==> src/rtl/instr_mem_loader.sv <==
// ============================================================================
// Module   : instr_mem_loader
// Purpose  : Packs a valid/ready byte stream MSB-first into B-bit words and
//            writes them to consecutive instruction-memory addresses from 0.
// Options  : LOADER_OPCODE_CHECK_EN enables the sticky bad-opcode flag.
// Revision : 1.0 - initial release
// ============================================================================
`default_nettype none

module instr_mem_loader #(
    parameter int B = 32,
    parameter int N = 8
) (
    input  logic         clk,
    input  logic         rst_n,
    input  logic         start,
    input  logic [N:0]   load_len,
    input  logic         in_valid,
    input  logic [7:0]   in_byte,
    output logic         in_ready,
    output logic         wr_en,
    output logic [N-1:0] wr_addr,
    output logic [B-1:0] wr_data,
    output logic         busy,
    output logic         done,
    output logic [N:0]   word_count,
    output logic         err_opcode
);

    localparam int BPW = B / 8;
    localparam int CW  = (BPW > 1) ? $clog2(BPW) : 1;
    localparam logic [N:0]    CAPACITY  = {1'b1, {N{1'b0}}};
    localparam logic [CW-1:0] LAST_BYTE = CW'(BPW - 1);

    typedef enum logic [1:0] {
        S_IDLE  = 2'd0,
        S_LOAD  = 2'd1,
        S_WRITE = 2'd2,
        S_DONE  = 2'd3
    } state_t;

    state_t        r_state;
    logic [N:0]    r_len;
    logic [N-1:0]  r_addr;
    logic [CW-1:0] r_bcnt;

    logic [N:0]    w_len;
    logic [N:0]    w_count_next;
    logic          w_accept;
    logic [B-1:0]  w_shift_next;

    assign w_len        = (load_len > CAPACITY) ? CAPACITY : load_len;
    assign w_count_next = word_count + 1'b1;
    assign w_accept     = in_ready & in_valid;

    // Only the low B-8 bits of the shift register survive into the next word.
    generate
        if (B == 8) begin : g_single_byte
            assign w_shift_next = in_byte;
        end else begin : g_multi_byte
            logic [B-9:0] r_shift;
            assign w_shift_next = {r_shift, in_byte};
            always_ff @(posedge clk or negedge rst_n) begin
                if (!rst_n) begin
                    r_shift <= '0;
                end else if (w_accept) begin
                    r_shift <= w_shift_next[B-9:0];
                end
            end
        end
    endgenerate

    always_ff @(posedge clk or negedge rst_n) begin
        if (!rst_n) begin
            r_state    <= S_IDLE;
            r_len      <= '0;
            r_addr     <= '0;
            r_bcnt     <= '0;
            in_ready   <= 1'b0;
            wr_en      <= 1'b0;
            wr_addr    <= '0;
            wr_data    <= '0;
            busy       <= 1'b0;
            done       <= 1'b0;
            word_count <= '0;
`ifdef LOADER_OPCODE_CHECK_EN
            err_opcode <= 1'b0;
`endif
        end else begin
            wr_en <= 1'b0;
            done  <= 1'b0;
            case (r_state)
                S_IDLE: begin
                    if (start) begin
                        r_len      <= w_len;
                        r_addr     <= '0;
                        r_bcnt     <= '0;
                        wr_addr    <= '0;
                        word_count <= '0;
`ifdef LOADER_OPCODE_CHECK_EN
                        err_opcode <= 1'b0;
`endif
                        if (w_len == '0) begin
                            r_state <= S_DONE;
                            done    <= 1'b1;
                        end else begin
                            r_state  <= S_LOAD;
                            in_ready <= 1'b1;
                            busy     <= 1'b1;
                        end
                    end
                end
                S_LOAD: begin
                    if (in_valid) begin
                        if (r_bcnt == LAST_BYTE) begin
                            r_bcnt   <= '0;
                            r_state  <= S_WRITE;
                            in_ready <= 1'b0;
                            wr_en    <= 1'b1;
                            wr_data  <= w_shift_next;
                            wr_addr  <= r_addr;
                        end else begin
                            r_bcnt <= r_bcnt + 1'b1;
                        end
                    end
                end
                S_WRITE: begin
                    r_addr     <= r_addr + 1'b1;
                    word_count <= w_count_next;
`ifdef LOADER_OPCODE_CHECK_EN
                    if (wr_data[B-1:B-6] > 6'd2) begin
                        err_opcode <= 1'b1;
                    end
`endif
                    if (w_count_next == r_len) begin
                        r_state <= S_DONE;
                        busy    <= 1'b0;
                        done    <= 1'b1;
                    end else begin
                        r_state  <= S_LOAD;
                        in_ready <= 1'b1;
                    end
                end
                S_DONE: begin
                    r_state <= S_IDLE;
                end
                default: begin
                    r_state  <= S_IDLE;
                    in_ready <= 1'b0;
                    busy     <= 1'b0;
                end
            endcase
        end
    end

`ifndef LOADER_OPCODE_CHECK_EN
    assign err_opcode = 1'b0;
`endif

endmodule

`default_nettype wire
==> config.mk <==
export PLATFORM = sky130hd
export DESIGN_NAME = instr_mem_loader
export DESIGN_NICKNAME = d
export VERILOG_FILES = /design/src/rtl/instr_mem_loader.sv
export SDC_FILE = /design/constraint.sdc
export NUM_CORES = 1
export LEC_CHECK = 0
export CAP_MARGIN = 20
export CORE_ASPECT_RATIO = 1.2
export CORE_MARGIN = 4
export CORE_UTILIZATION = 47
export DETAILED_ROUTE_END_ITERATION = 16
export MAX_ROUTING_LAYER = met4
export PLACE_DENSITY = 0.8
export SYNTH_ARGS = -nofsm -noshare
export SYNTH_HDL_FRONTEND = slang
export SYNTH_SLANG_ARGS = --single-unit
==> constraint.sdc <==
create_clock -name clk -period 2 [get_ports clk]
set_clock_uncertainty 0.05 [all_clocks]
set_input_delay 0.4 -clock clk [delete_from_list [all_inputs] [get_ports clk]]
set_output_delay 0.4 -clock clk [all_outputs]
set_load 0.005 [all_outputs]
# [Word-level counts from Yosys, hierarchy flattened]
# Index checks and enable logic that the tools add are counted.
# W data, S select, Z words.
[totals] reg_bits=98 inputBits=21 wordCells=74
[classes] mux=33 n_addsub=3 n_eq_ne=11 bitwise_logic=1 reduce_logical=13 n_lt_le_gt_ge=1
[op_table] operator="$pmux W8 S2" count=2
[op_table] operator="$mux W8" count=3
[op_table] operator="$mux W9" count=2
[op_table] operator="$pmux W9 S2" count=1
[op_table] operator="$mux W2" count=8
[op_table] operator="$mux W1" count=12
[op_table] operator="$ne A2 B2 Y1 const B" count=6
[op_table] operator="$add A9 B1 Y9 const B" count=1
[op_table] operator="$eq A9 B9 Y1" count=1
[op_table] operator="$gt A9 B9 Y1 const B" count=1
[op_table] operator="$logic_not A9 Y1" count=1
[op_table] operator="$reduce_and A3 Y1" count=3
[op_table] operator="$add A8 B1 Y8 const B" count=1
[op_table] operator="$pmux W2 S4" count=1
[op_table] operator="$reduce_and A4 Y1" count=2
[op_table] operator="$eq A2 B2 Y1 const B" count=3
[op_table] operator="$reduce_and A6 Y1" count=1
[op_table] operator="$pmux W1 S2" count=2
[op_table] operator="$pmux W2 S2" count=1
[op_table] operator="$reduce_and A2 Y1" count=2
[op_table] operator="$reduce_bool A2 Y1" count=2
[op_table] operator="$pmux W1 S3" count=1
[op_table] operator="$reduce_bool A3 Y1" count=1
[op_table] operator="$add A2 B1 Y2 const B" count=1
[op_table] operator="other kinds (3)" count=3

# [Longest topological paths before layout]
[logic_depth] word_depth=6 ltp_mapped=7 depth_no_buf=6

# [Worst setup path after synthesis]
# Ideal clock, no wire load.
[synth_path] kind="flip-flop to flip-flop" from="register word_count[0]" to="register in_ready" setup_slack_ps=-105 period_less_slack_ps=2105 path_buffers=1 stages_incl_launch_ff=8 arrival_ps=1936 path_cell_list="dfrtp_1 ha_1 buf_4 xor3_1 or3_1 a21oi_1 o221ai_2 o21a_1"
[synth_between] elab_chain_cells=4
[synth_lines] element="from (decl)" line="26" source="output logic [N:0] word_count,"
[synth_lines] element="from (signal assigned)" line="129" source="word_count <= w_count_next;"
[synth_lines] element="$add A9 B1 Y9" line="53" source="assign w_count_next = word_count + 1'b1;"
[synth_lines] element="$eq A9 B9 Y1" line="135" source="if (w_count_next == r_len) begin"
[synth_lines] element="$ne A2 B2 Y1 (no source line)"
[synth_lines] element="$reduce_and A6 Y1 (no source line)"
[synth_lines] element="to (signal assigned)" line="79" source="in_ready <= 1'b0;"
[synth_lines] element="to (signal assigned)" line="141" source="in_ready <= 1'b1;"
[synth_lines] element="to (signal assigned)" line="149" source="in_ready <= 1'b0;"
[synth_lines] element="to (decl)" line="20" source="output logic in_ready,"
# Every way passes these cells.
# A chain may end at the register's enable or synchronous reset.

# [Worst setup path after layout]
[layout_path] from="register word_count[2]" to="output word_count[2]"
# No word-level cell between the ends.

==> impl_results.md <==
- Outcome: completed
- Fraction of layout cells with a size suffix above 1: 14.9%
- FFs w/ async S/R, synth: 100%
- Leakage power: 2.51 nW
- Setup crit start: word_count[2]
- Post-DRT Antenna Nets: 0
- 1st-pass router iterations: 4
- IO buf count: 73
- Via-per-instance ratio: 5.37
- Met3 Use GR: 3.66%
- Psw: 2.22 mW
- Die height: around 110 µm
- Max Slew Vio Count: 0
- Width of the die: 95.3 µm
- Die area: 10800 µm²
- Commonest cells after routing, fill and taps aside: nand2_1, dfrtp_1, clkdlybuf4s50_1
- Post-DP HPWL: 6.60 mm
- GR Util All Layers: 18.7%
- Synth area leader: dfrtp_1
- Type of the tightest min-delay check: flip-flop to flip-flop
- Startpoint type of the worst setup path: flip-flop
- Final Hold Viols: 0
- WL final: 9.08 mm
- Sequential share of power: 47.9%
- DR iter-0 viols: 169
- Synth Register Bits: 98
- Rows: 37
- Root buf cell: clkbuf_8
- Largest net degree at the start of global routing: 36
- CTS tree: done
- Grt total ovfl: 0
- Final Cell Area: 5500 µm²
- Final setup viols: 0
- Fillers: 707
- IO Pins: 75
- Top cells by area, synth: dfrtp_1, nand2_1, mux2_2, o21ai_0, a22o_1
- Critical Path Sink Type: output port
- GRT Max-Usage Layer: met2
- Clock Sinks: 98
- Grt met2 use: 30.5%
- First-pass GRT wire length: 15.6 mm
- IR drop worst, VDD: approximately 0.59 mV
- Core area: 8750 µm²
- N_diodes: 0
- Gpl congestion: 0.865
- Period utilization: 96.1%
- Mean post-synth cell area: 10.3 µm²
- Most common cell after layout, fill and taps aside: nand2_1
- Synth unique cells: 48
- H-tree levels: 3
- Pwr dens: 1220 nW/µm²
- Max-cap violations: 0
- Gate power share: 33.2%
- Fmax: about 520 MHz
- Crit Path Category: flip-flop to output port
- Initial core utilization: 49.1%
- GRT met1 Usage: 23.3%
- Initial antenna violation count: 0
- Vias in the first global route: 3382
- Hold Crit Start: g_multi_byte.r_shift[23]
- Tot Pwr: 6.73 mW
- Vias: 3335
- Synthesized cell area: 4300 µm²
- Worst EP arrival: ~1500 ps
- TritonCTS buffer count: 9
- Area after DPL: 5260 µm²
- Multi-input logic area: around 1700 µm²
- Reg-to-reg startpoint: word_count[0]
- NumNets Final: 523
- Data required, critical path: 1550 ps
- Top FF cell, synth: dfrtp_1
- Sequential area share after synthesis: 57.0%
- EDFF count, synth: 0
- Drt drc: 0
- FF/Latch Area: 2460 µm²
- Fin util: 62.8%
- DR WL/cell: 14.6 µm
- RSZ-0062 raised after global routing: true
- Min Tclk post-route: 1920 ps
- Reg clk slew, reported paths: 120 ps
- Skew-Pair Late Insertion Delay: 370 ps
- Syn Inst Count: around 420
- Yosys top cell area share: 57.0%
- Deepest clock path buffer count: 2
- Crit path max fanout: 7
- YS warnings: 0
- Sw Share: between 30 and 40%
- Clock Power Share: 18.9%
- Int Pwr: roughly 4.5 mW
- Area grow syn2layout: 27.8%
- Synth Net Count: 440
## synth_stat cells, types with 3 or more instances
| master | instances |
|---|---|
| mux2_2 | 25 |
| nand4_1 | 4 |
| buf_4 | 5 |
| o31ai_1 | 3 |
| ha_1 | 3 |
| nand2b_1 | 8 |
| a21oi_1 | 7 |
| nand2_1 | 126 |
| o41ai_1 | 4 |
| a22o_1 | 9 |
| nand3_1 | 12 |
| inv_1 | 3 |
| nor2b_1 | 6 |
| o21a_1 | 3 |
| xnor2_1 | 8 |
| dfrtp_1 | 98 |
| nor2_1 | 11 |
| mux2i_1 | 3 |
| clkbuf_1 | 15 |
| o21ai_0 | 28 |
## registers in the layout, indices dropped and copies added (netlist names)
register / cells
wr_data: 32
g_multi_byte.r_shift: 24
r_len: 9
word_count: 9
r_addr: 8
wr_addr: 8
r_bcnt: 2
r_state: 2
busy: 1
done: 1
in_ready: 1
wr_en: 1
## path summary, 6_finish.rpt
kind | end | slack, ps | cells after the start
setup / recovery | word_count[2] | 80 | 2
hold / removal | wr_data[31] | 400 | 2
setup reg to reg | in_ready | 100 | 6
hold reg to reg | wr_data[31] | 400 | 2
max in group asynchronous | g_multi_byte.r_shift[23] | 830 | 3
min in group asynchronous | g_multi_byte.r_shift[19] | 430 | 2
## critical path, stage by stage (launching register included)
cell	delay, ps
dfrtp_2	430
buf_4	170
clkdlybuf4s50_1	500
## power groups by stage
stage / Clock [mW] / Combinational [mW] / Sequential [mW]
floorplan: 0 / 1.23 / 3.14
global placement: 0 / 2.16 / 3.24
detailed placement: 0 / 2.22 / 3.28
CTS: 1.30 / 2.24 / 3.23
global route: 1.41 / 2.50 / 3.32
finish: 1.27 / 2.24 / 3.23
## per-stage QoR
step	std cells	hold slack (ps)	setup TNS [ps]	setup WS (ps)
after detailed placement	602	300	0	71.2
after floorplan	416	54.4	0	107
after global routing	621	430	-6.46	-6.46
after global placement	602	300	0	110
after CTS	619	409	0	18.1
final	621	403	0	77.4
## kinds of logic (layout without fill, tap and decap cells)
| logic type | count (synthesis) | in the layout | share of synthesized area [%] |
|---|---|---|---|
| xor+xnor | 11 | 11 | 2.59 |
| fa+ha+maj | 3 | 3 | 0.873 |
| buf+inv | 27 | 115 | 3.00 |
| other cells | 1 | 1 | 0.0872 |
| mux | 28 | 28 | 7.24 |
| compound gates | 65 | 65 | 10.3 |
| flops | 98 | 98 | 57.0 |
| simple gates | 183 | 183 | 18.9 |
## final cells by class
| cell class | count | share of cell area (%) |
|---|---|---|
| timing repair buffer | 96 | 17.1 |
| multi-input combinational | 291 | 31.6 |
| inverter | 3 | 0.205 |
| sequential | 98 | 44.7 |
| clock inverter | 7 | 1.48 |
| clock buffer | 9 | 2.25 |
| tap | 117 | 2.66 |
## layer usage
| layer | wire [µm] | vias to the layer above |
|---|---|---|
| met5 | 0 | - |
| met4 | 136 | 0 |
| met3 | 444 | 15 |
| met2 | 4720 | 92 |
| met1 | 3780 | 1651 |
| li1 | - | 1577 |
## what timing repair did
item                                    in CTS  in global routing
endpoints found under the hold margin       26                  0
endpoints found under the setup margin       0                  2
setup buffers                                0                  2
resized for setup                            0                  1
hold buffers                                 1                  0
(Power assumes the default switching activity.)
